`config.mk`:
```
export PLATFORM = sky130hd
export DESIGN_NAME = generador_secuencia
export DESIGN_NICKNAME = d
export VERILOG_FILES = /design/src/rtl/generador_secuencia.sv
export SDC_FILE = /design/constraint.sdc
export NUM_CORES = 1
export LEC_CHECK = 0
export CORE_ASPECT_RATIO = 0.75
export CORE_MARGIN = 8
export CORE_UTILIZATION = 50
export CTS_CLUSTER_DIAMETER = 60
export DETAILED_ROUTE_END_ITERATION = 10
export PLACE_DENSITY = 0.86
export SETUP_SLACK_MARGIN = 0.3
export SYNTH_ARGS = -nofsm -noshare
export SYNTH_HDL_FRONTEND = slang
export SYNTH_SLANG_ARGS = --single-unit
```
`constraint.sdc`:
```
create_clock -name clk -period 1.8 [get_ports clk]
set_input_delay 0.27 -clock clk [delete_from_list [all_inputs] [get_ports clk]]
set_output_delay 0.27 -clock clk [all_outputs]
set_load 0.005 [all_outputs]
```
`src/rtl/generador_secuencia.sv`:
```
// Serial pattern transmitter: shifts a parallel word out MSB-first on A with B as data qualifier,
// each bit held DIV clocks, followed by a GAP-cycle idle pause with a one-cycle fin pulse.
module generador_secuencia #(
  parameter int unsigned ANCHO = 8,
  parameter int unsigned DIV   = 1,
  parameter int unsigned GAP   = 2
) (
  input  logic             clk,
  input  logic             rst,
  input  logic [ANCHO-1:0] dato,
  input  logic             valido,
  output logic             listo,
  output logic             A,
  output logic             B,
  output logic             fin,
  output logic [2:0]       estado_depurado
);

  localparam int unsigned BW = $clog2(ANCHO + 1);
  localparam int unsigned DW = $clog2(DIV + 1);
  localparam int unsigned GW = $clog2(GAP + 1);

  typedef enum logic [2:0] {
    REPOSO = 3'b000,
    DATOS  = 3'b001,
    PAUSA  = 3'b010
  } estado_e;

  estado_e          estado_q, estado_d;
  logic [ANCHO-1:0] shift_q, shift_d;
  logic [ANCHO-1:0] desplazado;
  logic [BW-1:0]    bit_q, bit_d;
  logic [DW-1:0]    div_q, div_d;
  logic [GW-1:0]    gap_q, gap_d;
  logic             a_q, a_d;
  logic             b_q, b_d;
  logic             fin_q, fin_d;

  // Outputs are computed from the next state so A shows the MSB right after acceptance.
  always_comb begin
    estado_d   = estado_q;
    shift_d    = shift_q;
    bit_d      = bit_q;
    div_d      = div_q;
    gap_d      = gap_q;
    a_d        = 1'b0;
    b_d        = 1'b0;
    fin_d      = 1'b0;
    desplazado = shift_q << 1;
    case (estado_q)
      REPOSO: begin
        if (valido) begin
          estado_d = DATOS;
          shift_d  = dato;
          bit_d    = '0;
          div_d    = '0;
          a_d      = dato[ANCHO-1];
          b_d      = 1'b1;
        end
      end
      DATOS: begin
        a_d = shift_q[ANCHO-1];
        b_d = 1'b1;
        if (div_q == DW'(DIV - 1)) begin
          div_d   = '0;
          shift_d = desplazado;
          bit_d   = bit_q + BW'(1);
          a_d     = desplazado[ANCHO-1];
          if (bit_q == BW'(ANCHO - 1)) begin
            estado_d = PAUSA;
            gap_d    = '0;
            a_d      = 1'b0;
            b_d      = 1'b0;
            fin_d    = 1'b1;
          end
        end else begin
          div_d = div_q + DW'(1);
        end
      end
      PAUSA: begin
        if (gap_q == GW'(GAP - 1)) begin
          estado_d = REPOSO;
        end else begin
          gap_d = gap_q + GW'(1);
        end
      end
      default: estado_d = REPOSO;
    endcase
  end

  always_ff @(posedge clk or posedge rst) begin
    if (rst) begin
      estado_q <= REPOSO;
      shift_q  <= '0;
      bit_q    <= '0;
      div_q    <= '0;
      gap_q    <= '0;
      a_q      <= 1'b0;
      b_q      <= 1'b0;
      fin_q    <= 1'b0;
    end else begin
      estado_q <= estado_d;
      shift_q  <= shift_d;
      bit_q    <= bit_d;
      div_q    <= div_d;
      gap_q    <= gap_d;
      a_q      <= a_d;
      b_q      <= b_d;
      fin_q    <= fin_d;
    end
  end

  // Unused encodings behave like REPOSO, so only the two busy states drop listo.
  assign listo           = !((estado_q == DATOS) || (estado_q == PAUSA));
  assign A               = a_q;
  assign B               = b_q;
  assign fin             = fin_q;
  assign estado_depurado = estado_q;

endmodule

```
==> metrics <==
Layout Nets 148; RSZ-0062 raised after global routing yes; r2r setup slk 0.19 ns; Arr. time, crit path 1.80 ns; delay-heaviest family, CP flip-flops; status complete, no violations; CP Capture Type flop; min Tclk post-route 1.607 ns; peak supply drop 0.001311 V; Setup TNS 0 ns; IO buf count 16; Syn Inst Count 104; Core Area 1979 µm²; drt first pass iters 4; P_leak 0.6618 nW; Slew Limit Fails 0; Avg WL per Cell 18.40 µm; critical path depth 5; proportion of synthesized area in mux cells 0.02177; final core utilization 0.7358; clock power share 0.108; Die Span Y 55.40 µm; via count 934; XOR/XNOR share of the synthesized area 0; Worst Path Buf+Inv 1; Internal 0.001443 W; sequential fraction of the synthesis area 0.4353; part of the power in combinational logic 0.600; Layout area overhead 40.75%; Filler Cell Count 123; insertion delay to the later sink of the worst-skew pair 0.30 ns; fmax 622.3 MHz; cell with the most instances after synthesis dfrtp_1; Yosys warnings 0; CP required 1.99 ns; die area 3796 µm²; worst hold path class in -> async; Mapped Nets 120; CTS root buffer clkbuf_4; final count of hold timing violations 0; GRT overflow 0; FP Rows 14; Post-DRT Antenna Nets 0; clk_skew 0.003169 ns; Synth Area in Compound Gates 0.2164; CTS tree yes; CTS max path bufs 2; r2r worst-path depth 5; Synth Area in Adders 0.06046; DRC 0; Initial Util 0.5228; layout cells sized above 1 0.3206; Reg power frac 0.292; GPL Wtd Cong 0.8310; H-tree level count 1; CP Cell Sequence buf_4 -> ha_4 -> nor2b_2 -> a211oi_2 -> mux2_4; Synth top cells by count 18 x dfrtp_1, 8 x inv_1, 7 x a21oi_1, 7 x nand3_1; Die Width 68.53 µm; area fraction in and, or, nand and nor cells after synthesis 0.1971; asr flop ratio synth 1.000; CP peak stage delay 0.42 ns; # diodes 0; final worst-path cycle share 0.8928; syn avg cell area 9.949 µm²; area share of the largest cell type after synthesis 0.4353; placed cell area 1241 µm²; initial antenna violation count 0; switching power 0.0009412 W; Cell Pwr Density 1637 nW/µm²; largest net degree at the start of global routing 19; Top Ports 18; GR Util All Layers 0.1397; synth top area cells dfrtp_1 44%, ha_1 6.0%, a221o_1 4.8%; post-detail-place hpwl 1.708 mm; Slowest cell on crit path dfrtp_1; Final Cell Area 1456 µm²; largest family of logic cells by synthesized area compound AO/OA/AOI/OAI gates; Sw Ratio 0.3948; clock-pin transition on the worst setup and hold timing paths 0.11 ns; Synth Flop Type dfrtp_1; post-synth top area cell dfrtp_1; worst r2r src estado_depurado[1]; Via density 6.026; reg-to-reg endpoint estado_depurado[0]; MaxCap Viol Count 0; clk sinks 18; number of global-route vias before repair 838; first-pass GRT wire length 4.202 mm; Final setup viols 0; initial DRC count 45; Detailed Route WL 2.852 mm; Yosys reg bits 18; kind of critical path reg -> reg; CTS Buf Count 3; EDFF count, synth 0; CP Launch Type flop; peak fanout along the critical path 6; Yosys cell types 34; synthesized cell area 1035 µm²
-- kinds of logic (layout without fill, tap and decap cells) --
group	count (synthesis)	after routing
AND/OR/NAND/NOR	35	35
other	1	1
flip-flops	18	18
AO/OA/AOI/OAI	28	28
buffers and inverters	15	42
multiplexers	2	2
adder cells (fa/ha/maj)	5	5
-- metrics by stage --
step           hold WS, ns  instances  setup WS (ns)  power [W]
6_report            0.2773        155         0.1930   0.002384
5_1_grt             0.3170        155         0.1234   0.002526
4_1_cts             0.2877        152         0.2253   0.002167
3_5_place_dp        0.4892        143        0.09770   0.001738
3_3_place_gp        0.4772        143         0.1434   0.001684
2_1_floorplan       0.2086        104         0.2454   0.001385
-- worst register-to-register path, stage by stage, from the launching register on --
cell and delay (ns):
dfrtp_1 0.42, buf_4 0.16, ha_4 0.18, nor2b_2 0.19, a211oi_2 0.23, mux2_4 0.33
-- per-layer routing --
| metal | share of wire | track usage |
|---|---|---|
| met5 | 0 | 0 |
| met1 | 0.44 | 0.2026 |
| met2 | 0.46 | 0.1921 |
| met3 | 0.081 | 0.05231 |
| met4 | 0.013 | 0.02332 |
-- power groups by stage --
stage	clock network (W)	logic [W]	registers (W)
finish	0.000258	0.00143	0.000695
global route	0.000279	0.00153	0.000715
CTS	0.000259	0.00123	0.000675
detailed placement	0	0.00105	0.000686
global placement	0	0.00101	0.000677
floorplan	0	0.000724	0.000661
-- sequential cells by signal (all words and copies together), names as in the netlist --
signal	cells
A	1
estado_depurado	2
fin	1
bit_q	4
gap_q	2
shift_q	7
B	1
-- cells in the final DEF, fill, tap and decap left out, drive strengths merged --
cell type / count
nand2b: 6
or2b: 2
mux2: 2
o32a: 1
dfrtp: 18
o21bai: 1
nor2: 4
o211a: 1
nor3b: 1
clkdlybuf4s50: 13
conb: 1
a211o: 2
and2b: 1
o21ai: 1
nor2b: 1
nor3: 6
a311o: 2
ha: 5
a22o: 3
nand3: 7
a31oi: 1
nand3b: 3
dlygate4sd2: 2
nand2: 4
a211oi: 2
a21oi: 7
a221o: 5
inv: 8
a2111oi: 2
clkbuf: 4
buf: 15
-- what timing repair did --
item,in CTS,in global routing
buffers inserted,5,3
resized for setup,20,15
pin swaps,0,7
endpoints found under the setup margin,18,14
hold buffers,0,0
-- cell type report --
class                      instances  area, µm²  area share
inverter                           8      30.03     0.02062
tap                               24      30.03     0.02062
clock buffer                       4      36.28     0.02491
sequential                        18      450.4      0.3093
timing repair buffer              30      279.0      0.1916
multi-input combinational         71      630.6      0.4330
-- worst max-delay path by stage --
stage | to | from | slack [ns]
floorplan | shift_q[2] | estado_depurado[0] | 0.25
global placement | bit_q[0] | valido | 0.14
detailed placement | bit_q[0] | valido | 0.1
CTS | listo | estado_depurado[1] | 0.23
global route | gap_q[0] | bit_q[0] | 0.12
finish | estado_depurado[0] | estado_depurado[1] | 0.19
(Power assumes the default switching activity.)
